File: src/rtl/pgs_pkg.sv
// Shared types and sizing helpers for the power gate sequencer.
package pgs_pkg;

    typedef enum logic [2:0] {
        PGS_OFF     = 3'd0,
        PGS_WAKE    = 3'd1,
        PGS_SETTLE  = 3'd2,
        PGS_RELEASE = 3'd3,
        PGS_ON      = 3'd4,
        PGS_ISOLATE = 3'd5
    } pgs_state_t;

    function automatic int pgs_max(input int a, input int b);
        return (a > b) ? a : b;
    endfunction

endpackage

File: src/rtl/pgs_dly_timer.sv
// Loadable down-counter; done_o is high during the last cycle of a loaded delay.
module pgs_dly_timer #(
    parameter int W = 2
) (
    input  logic         clk,
    input  logic         rst_n,
    input  logic         load_i,
    input  logic [W-1:0] val_i,
    output logic         done_o
);

    logic [W-1:0] cnt_q;
    logic [W-1:0] cnt_d;

    always_comb begin
        cnt_d = cnt_q;
        if (load_i) begin
            cnt_d = val_i;
        end else if (cnt_q != '0) begin
            cnt_d = cnt_q - W'(1);
        end
    end

    always_ff @(posedge clk or negedge rst_n) begin
        if (!rst_n) begin
            cnt_q <= '0;
        end else begin
            cnt_q <= cnt_d;
        end
    end

    // Decoded from the register only, so the FSM may reload in the same cycle without a loop.
    assign done_o = (cnt_q == W'(1));

endmodule

File: src/rtl/power_gate_sequencer.sv
// Stages PMOS header segments on one at a time, then releases isolation and domain reset;
// powers down by clamping first and opening all headers after a settle delay.
module power_gate_sequencer
    import pgs_pkg::*;
#(
    parameter int N_STAGES  = 4,
    parameter int STAGE_DLY = 3,
    parameter int ISO_DLY   = 2
) (
    input  logic                clk,
    input  logic                rst_n,
    input  logic                pwr_req,
    output logic                pwr_ack,
    output logic [N_STAGES-1:0] sw_en_n,
    output logic                iso_n,
    output logic                dom_rst_n,
    output logic                busy
);

    localparam int CW = $clog2(pgs_max(STAGE_DLY, ISO_DLY) + 1);
    localparam int SW = (N_STAGES > 1) ? $clog2(N_STAGES) : 1;

    localparam logic [CW-1:0] STAGE_LD   = CW'(STAGE_DLY);
    localparam logic [CW-1:0] ISO_LD     = CW'(ISO_DLY);
    localparam logic [SW-1:0] LAST_STAGE = SW'(N_STAGES - 1);

    pgs_state_t          state_q, state_d;
    logic [SW-1:0]       stage_q, stage_d;
    logic [N_STAGES-1:0] sw_en_n_q, sw_en_n_d;
    logic                iso_n_q, iso_n_d;
    logic                dom_rst_n_q, dom_rst_n_d;
    logic                ack_q, ack_d;
    logic                busy_q, busy_d;

    logic                tmr_load;
    logic [CW-1:0]       tmr_val;
    logic                tmr_done;

    logic [SW-1:0]       stage_nxt;
    logic [N_STAGES-1:0] stage_sel;

    assign stage_nxt = stage_q + SW'(1);

    // One-hot mask of the segment that turns on next.
    genvar gi;
    generate
        for (gi = 0; gi < N_STAGES; gi++) begin : g_sel
            assign stage_sel[gi] = (stage_nxt == SW'(gi));
        end
    endgenerate

    pgs_dly_timer #(
        .W (CW)
    ) u_timer (
        .clk    (clk),
        .rst_n  (rst_n),
        .load_i (tmr_load),
        .val_i  (tmr_val),
        .done_o (tmr_done)
    );

    always_comb begin
        state_d     = state_q;
        stage_d     = stage_q;
        sw_en_n_d   = sw_en_n_q;
        iso_n_d     = iso_n_q;
        dom_rst_n_d = dom_rst_n_q;
        ack_d       = ack_q;
        tmr_load    = 1'b0;
        tmr_val     = '0;

        case (state_q)
            PGS_OFF: begin
                if (pwr_req) begin
                    stage_d      = '0;
                    sw_en_n_d    = '1;
                    sw_en_n_d[0] = 1'b0;
                    tmr_load     = 1'b1;
                    // A single segment is fully on at once, so go straight to the settle wait.
                    if (N_STAGES == 1) begin
                        state_d = PGS_SETTLE;
                        tmr_val = ISO_LD;
                    end else begin
                        state_d = PGS_WAKE;
                        tmr_val = STAGE_LD;
                    end
                end
            end
            PGS_WAKE: begin
                if (tmr_done) begin
                    stage_d   = stage_nxt;
                    sw_en_n_d = sw_en_n_q & ~stage_sel;
                    tmr_load  = 1'b1;
                    if (stage_nxt == LAST_STAGE) begin
                        state_d = PGS_SETTLE;
                        tmr_val = ISO_LD;
                    end else begin
                        tmr_val = STAGE_LD;
                    end
                end
            end
            PGS_SETTLE: begin
                if (tmr_done) begin
                    state_d = PGS_RELEASE;
                    iso_n_d = 1'b1;
                end
            end
            PGS_RELEASE: begin
                state_d     = PGS_ON;
                dom_rst_n_d = 1'b1;
                ack_d       = 1'b1;
            end
            PGS_ON: begin
                if (!pwr_req) begin
                    state_d     = PGS_ISOLATE;
                    iso_n_d     = 1'b0;
                    dom_rst_n_d = 1'b0;
                    ack_d       = 1'b0;
                    tmr_load    = 1'b1;
                    tmr_val     = ISO_LD;
                end
            end
            PGS_ISOLATE: begin
                if (tmr_done) begin
                    state_d   = PGS_OFF;
                    sw_en_n_d = '1;
                end
            end
            default: begin
                state_d = PGS_OFF;
            end
        endcase

        busy_d = (state_d == PGS_WAKE) || (state_d == PGS_SETTLE) ||
                 (state_d == PGS_RELEASE) || (state_d == PGS_ISOLATE);
    end

    always_ff @(posedge clk or negedge rst_n) begin
        if (!rst_n) begin
            state_q     <= PGS_OFF;
            stage_q     <= '0;
            sw_en_n_q   <= '1;
            iso_n_q     <= 1'b0;
            dom_rst_n_q <= 1'b0;
            ack_q       <= 1'b0;
            busy_q      <= 1'b0;
        end else begin
            state_q     <= state_d;
            stage_q     <= stage_d;
            sw_en_n_q   <= sw_en_n_d;
            iso_n_q     <= iso_n_d;
            dom_rst_n_q <= dom_rst_n_d;
            ack_q       <= ack_d;
            busy_q      <= busy_d;
        end
    end

    assign sw_en_n   = sw_en_n_q;
    assign iso_n     = iso_n_q;
    assign dom_rst_n = dom_rst_n_q;
    assign pwr_ack   = ack_q;
    assign busy      = busy_q;

endmodule
File: config.mk
export PLATFORM = sky130hd
export DESIGN_NAME = power_gate_sequencer
export DESIGN_NICKNAME = d
export VERILOG_FILES = /design/src/rtl/pgs_pkg.sv /design/src/rtl/pgs_dly_timer.sv /design/src/rtl/power_gate_sequencer.sv
export SDC_FILE = /design/constraint.sdc
export NUM_CORES = 1
export LEC_CHECK = 0
export CAP_MARGIN = 20
export CORE_MARGIN = 2
export CORE_UTILIZATION = 60
export CTS_CLUSTER_DIAMETER = 200
export DETAILED_ROUTE_END_ITERATION = 8
export DONT_BUFFER_PORTS = 1
export GPL_TIMING_DRIVEN = 0
export PLACE_DENSITY = 0.87
export SETUP_SLACK_MARGIN = 0.02
export SLEW_MARGIN = 20
export SYNTH_ARGS = -nofsm -noshare
export SYNTH_HDL_FRONTEND = slang
export SYNTH_SLANG_ARGS = --single-unit
File: constraint.sdc
create_clock -name clk -period 2.55 [get_ports clk]
set_input_delay 0.3825 -clock clk [delete_from_list [all_inputs] [get_ports clk]]
set_output_delay 0.3825 -clock clk [all_outputs]
set_load 0.01 [all_outputs]
==> flow_summary.toml, run 1 <==
[clock_tree]
clock_path_buffers = 2
cts_sinks = 14
clock_latency_ns = 0.28
htreeDepth = 1
cts_tree = "yes"
cts_setup_buffers = 0
clkTransAtPathRegs_ns = 0.09
cts_root_buffer = "clkbuf_4"
cts_inserted_buffers = 3

[drt]
first_iter_violations = 34
routedWlPerCell_um = 15.2
wl_met3_um = 88
avgViaCountPerCell = 6.07
drc = 0
antenna_left = 0
num_vias = 735
wl_um = 1840
met1Wirelength_um = 854
detailroute.wirelength.met2_um = 888
highest_layer = "met4"
drtPass1Iterations = 4

[floorplanning]
die_y_um = 44.2
start_util = 0.645
core_um2 = 1510
die_w_um = 44.2
num_io_pins = 11
rows = 14
die_area_um2 = 1960

[pwr]
ir_drop_mv = 0.747
p_leak_nw = 0.456
power_w = 0.00128
power_density_nw_per_um2 = 1240

[timing]
hold_ws_ns = 0.470
worst_slew_margin_rel = 0.573
fin_crit_sh = 0.632
slew_violations = 0
clock_skew_ns = 0.00935
hold_viol_final = 0
setup_viol = 0
setup_tns_ns = 0
fmax_ghz = 0.621
grt_setup_unrepaired = "false"
tightest_slew_ns = 0.638
fin_crit_ns = 1.61

[placed_design]
dpl.hpwl_um = 1320
place.gp.congestion = 0.794
port_buffers = 0

[yosys]
ys_top_cells_by_area = "dfrtp_1 26%, dfstp_2 11%, ha_1 9.0%, buf_6 4.6%, o21ai_0 3.6%"
ys_seq_area_frac = 0.366
synth_cell_types = 38
synth-main-ff-cell = "dfrtp_1"
netlist_instances = 100
synth_top_area_cell = "dfrtp_1"
avgSynthCellArea_um2 = 9.71
synth_most_common_cell = "dfrtp_1"
synth_top_cell_area_share = 0.258
syn-cell-area_um2 = 971
synth_warnings = 0
synth_edf_count = 0
synth-seq-cells = 14
synth_commonest_cells = "10 x dfrtp_1, 8 x inv_1, 8 x nand2_1, 7 x ha_1, 7 x o21ai_0"
async_reset_ff_frac = 1.00
syn_nets = 110

[setup_path]
arrival_ns = 1.82
rr_worst_depth = 5
path_delay_family = "compound AO/OA/AOI/OAI gates"
worstSetupStartpoint = "u_timer.cnt_q[1]$_DFFE_PN0P_"
startpoint_type = "register"
crit_fanout = 7
r2r-start = "u_timer.cnt_q[1]$_DFFE_PN0P_"
endpoint_kind = "register"
cp.required_ns = 2.76
cpPeakStageDelay_ns = 0.40
crit_chain = "inv_1 -> ha_1 -> and4b_1 -> a21oi_2 -> a221o_1"
setup.worst_path.class = "register to register"
path_depth = 5
slowest_stage = "dfrtp_1"
worst-path-buf-inv = 1

[global_route]
grt_pass1_wl_um = 3020
grtUsageTotal = 0.217
grt_antenna_before_repair = 0
first_global_vias = 656
grt_start_max_net_pins = 15
grt_overflow = 0

[cells_and_area]
layout-drive-gt1-share = 0.210
synthToLayoutAreaGrowth_pct = 6.83
fillCellCount = 112
final_nets = 116
diodes = 0

[min_path]
hp-class = "input pin to register"
hp-start = "pwr_req"
hold_path_depth = 4

[job]
cap_violations = 0

[status]
run_status = "completed"
[area by class of cell]
class,instances,area (um2),share of cell area
multi-input combinational,70,513,0.495
timing repair buffer,1,10.0,0.00965
sequential,14,355,0.343
inverter,8,30.0,0.0290
tap,16,20.0,0.0193
buffer,8,72.6,0.0700
clock buffer,4,36.3,0.0350
[per-stage QoR]
stage          cells  instance area [um2]   util  setup slack (ns)
2_1_floorplan    100                  971      -              1.06
3_3_place_gp     116                  991  0.658              1.02
3_5_place_dp     116                  991  0.658             0.991
4_1_cts          121                 1040  0.689             0.953
5_1_grt          121                 1040  0.689             0.858
6_report         121                 1040  0.689             0.939
[worst paths after layout]
path	slack, ns	end
setup reg to reg	0.94	sw_en_n[0]$_DFFE_PN1P_
min in group asynchronous	0.55	iso_n$_DFFE_PN0P_
max in group asynchronous	1.58	state_q[1]$_DFF_PN0_
hold / removal	0.47	iso_n$_DFFE_PN0P_
hold reg to reg	0.53	sw_en_n[1]$_DFFE_PN1P_
setup / recovery	0.94	sw_en_n[0]$_DFFE_PN1P_
[worst reg2reg max path, stage by stage, from the launching register on]
cell	delay [ns]
dfrtp_1	0.40
inv_1	0.10
ha_1	0.30
and4b_1	0.29
a21oi_2	0.08
a221o_1	0.37
[flip-flops by register name, summed over array words and instances, names as in the netlist]
signal,flops
stage_q,2
pwr_ack,1
iso_n,1
sw_en_n,4
busy,1
u_timer.cnt_q,2
state_q,3
[metal layers]
metal / global-route usage / vias up
li1: - / 366
met1: 0.286 / 352
met2: 0.347 / 15
met3: 0.0776 / 2
met4: 0.0424 / 0
met5: 0 / -
[layout by cell type (no fill, tap or decap), types with 2 or more instances in the layout]
cell | Yosys | layout
buf_6 | 4 | 4
a21oi_1 | 5 | 5
ha_1 | 7 | 7
inv_1 | 8 | 8
buf_4 | 3 | 3
nor2_1 | 6 | 6
clkbuf_4 | 0 | 3
dfrtp_1 | 10 | 10
dfstp_2 | 4 | 4
nand2_1 | 8 | 8
o21ai_0 | 7 | 7
nand4_1 | 2 | 2
or3b_1 | 2 | 2
mux2_2 | 3 | 3
nor4b_1 | 2 | 2
o211ai_1 | 3 | 3
o221ai_1 | 2 | 2
mux2i_1 | 2 | 2
nor2b_1 | 2 | 2
[timing repair]
item	in CTS	in global routing
hold buffers	1	0
gates resized for setup	0	0
hold endpoints to repair	14	0
[logic make-up (layout without fill, tap and decap cells)]
kind of cell	count (synthesis)	after routing	share of synthesized area
buf+inv	16	21	0.106
mux	5	5	0.0554
compound gates	26	26	0.187
flops	14	14	0.366
simple gates	32	32	0.196
fa+ha+maj	7	7	0.0902
[where the power goes]
group          switching (W)  internal, W  total, W
registers           0.000105     0.000338  0.000444
logic               0.000369     0.000313  0.000681
clock network      0.0000727    0.0000870  0.000160
Note: power is estimated with default switching activity, not from simulation.
==> run 2, diff against run 1 <==
- clock period: 2.55 -> 1.5 ns (I/O delays scaled with it)
==> run 2 against run 1 <==
  * Final area increased by 5.5%
  * Flip-flop and latch count stayed put
  * Worst hold slack lost 0.14 ns
  * Maximum frequency increased by 13%
  * Power increased by 80%
  * Die area did not move
  * Combinational power is 92% higher
  * Clock-buffer cell count is the same
  * Setup slack got worse by 0.87 ns
  * Clock skew decreased by 0.0085 ns
  * Critical endpoint unchanged
  * Highest routed layer unchanged
==> flow_summary.toml, run 2 (synthesis results as in run 1) <==
[setup_path]
endpoint_kind = "register"
crit_chain = "inv_2 -> ha_4 -> and4b_1 -> a21oi_2 -> a221o_1"
rr_worst_depth = 5
setup.worst_path.class = "register to register"
startpoint_type = "register"
worstSetupStartpoint = "u_timer.cnt_q[1]$_DFFE_PN0P_"
path_depth = 5
crit_fanout = 7
slowest_stage = "dfrtp_1"
cp-endpoint = "sw_en_n[0]$_DFFE_PN1P_"
arrival_ns = 1.65
r2r-start = "u_timer.cnt_q[1]$_DFFE_PN0P_"
reg2reg_to = "sw_en_n[0]$_DFFE_PN1P_"
cpPeakStageDelay_ns = 0.40
cp.required_ns = 1.72
reg2reg_slack_ns = 0.07
path_delay_family = "compound AO/OA/AOI/OAI gates"
worst-path-buf-inv = 1

[cells_and_area]
final_common_cell = "dfrtp_1"
instances_no_fill = 124
synthToLayoutAreaGrowth_pct = 12.8
finish.instance_area_um2 = 1090
diodes = 0
most-common-layout-cells = "9 x dfrtp_1, 8 x nand2_1, 7 x buf_4"
fillCellCount = 100
final_nets = 119
multiInputGateArea_um2 = 561
layout-drive-gt1-share = 0.287
seq_area_um2 = 357
largest_register_ffs = 4

[global_route]
grtUsageTotal = 0.232
grt_start_max_net_pins = 15
grt_antenna_before_repair = 0
grt_overflow = 0
grt_pass1_wl_um = 3150
first_global_vias = 664

[clock_tree]
htreeDepth = 1
cts_tree = "yes"
cts_root_buffer = "clkbuf_4"
clkTransAtPathRegs_ns = 0.09
clock_latency_ns = 0.29
cts_inserted_buffers = 3
cts_sinks = 14
clock_path_buffers = 2

[timing]
fin_crit_sh = 0.953
fmax_ghz = 0.700
worst_slew_margin_rel = 0.585
fin_crit_ns = 1.43
grt_setup_unrepaired = "true"
setup_slack_ns = 0.0705
slew_violations = 0
tightest_slew_ns = 0.621
setup_viol = 0
clock_skew_ns = 0.000883
hold_viol_final = 0
setup_tns_ns = 0

[floorplanning]
die_y_um = 44.2
core_um2 = 1510
die_w_um = 44.2
die_area_um2 = 1960
start_util = 0.645
rows = 14
num_io_pins = 11

[drt]
met1Wirelength_um = 819
drc = 0
first_iter_violations = 21
antenna_left = 0
highest_layer = "met4"
num_vias = 792
wl_met3_um = 152
detailroute.wirelength.met2_um = 978
wl_um = 2000
routedWlPerCell_um = 16.1
avgViaCountPerCell = 6.39
drtPass1Iterations = 4

[pwr]
power_w = 0.00231
ir_drop_mv = 1.35
power_density_nw_per_um2 = 2110
p_leak_nw = 0.465

[placed_design]
place.gp.congestion = 0.793
port_buffers = 0
dp.cells = 116
place_worst_setup_slack_ns = -0.0505
placed_cell_area_um2 = 993
dpl.hpwl_um = 1320

[job]
cap_violations = 0

[status]
run_status = "completed"

[min_path]
hp-class = "input pin to register"
run 2: power by group:
group | internal [W] | total, W | switching [W]
clock network | 0.000103 | 0.000233 | 0.000129
logic | 0.000626 | 0.00131 | 0.000686
registers | 0.000578 | 0.000763 | 0.000185
total | 0.00131 | 0.00231 | 0.00100
run 2: worst min-delay path, stage by stage:
cell and delay, ns:
buf_6 0.10, or3_1 0.13, nand2_1 0.05, o21ai_0 0.07
run 2: timing repair:
action | CTS | global route
hold endpoints to repair | 14 | 0
setup buffers | 3 | 1
setup endpoints to repair | 5 | 5
gates resized for setup | 4 | 7
pin swaps | 0 | 1
hold buffers | 1 | 0
run 2: metal layers:
| metal | GRT usage | vias to the layer above |
|---|---|---|
| met5 | 0 | - |
| met3 | 0.0735 | 6 |
| met1 | 0.281 | 389 |
| met2 | 0.368 | 27 |
| li1 | - | 370 |
| met4 | 0.121 | 0 |
run 2: worst min-delay path by stage:
stage,from,end,slack [ns],depth (start not counted)
final,pwr_req,iso_n$_DFFE_PN0P_,0.33,4
after global routing,pwr_req,u_timer.cnt_q[0]$_DFFE_PN0P_,0.33,4
after CTS,pwr_req,iso_n$_DFFE_PN0P_,0.32,4
after detailed placement,rst_n,state_q[1]$_DFF_PN0_,-0.07,0
after global placement,rst_n,busy$_DFF_PN0_,-0.07,0
after floorplan,rst_n,busy$_DFF_PN0_,-0.07,0
run 2: final cells by class:
class / count / share of cell area
Tap cell: 16 / 0.0183
Multi-Input combinational cell: 70 / 0.512
Inverter: 8 / 0.0274
Sequential cell: 14 / 0.326
Buffer: 7 / 0.0560
Timing Repair Buffer: 5 / 0.0366
Clock buffer: 4 / 0.0240
run 2: stage by stage:
step,utilization,hold WS [ns]
after floorplan,-,-0.0706
after global placement,0.659,-0.0703
after detailed placement,0.659,-0.0703
after CTS,0.697,0.323
after global routing,0.727,0.327
final,0.727,0.327
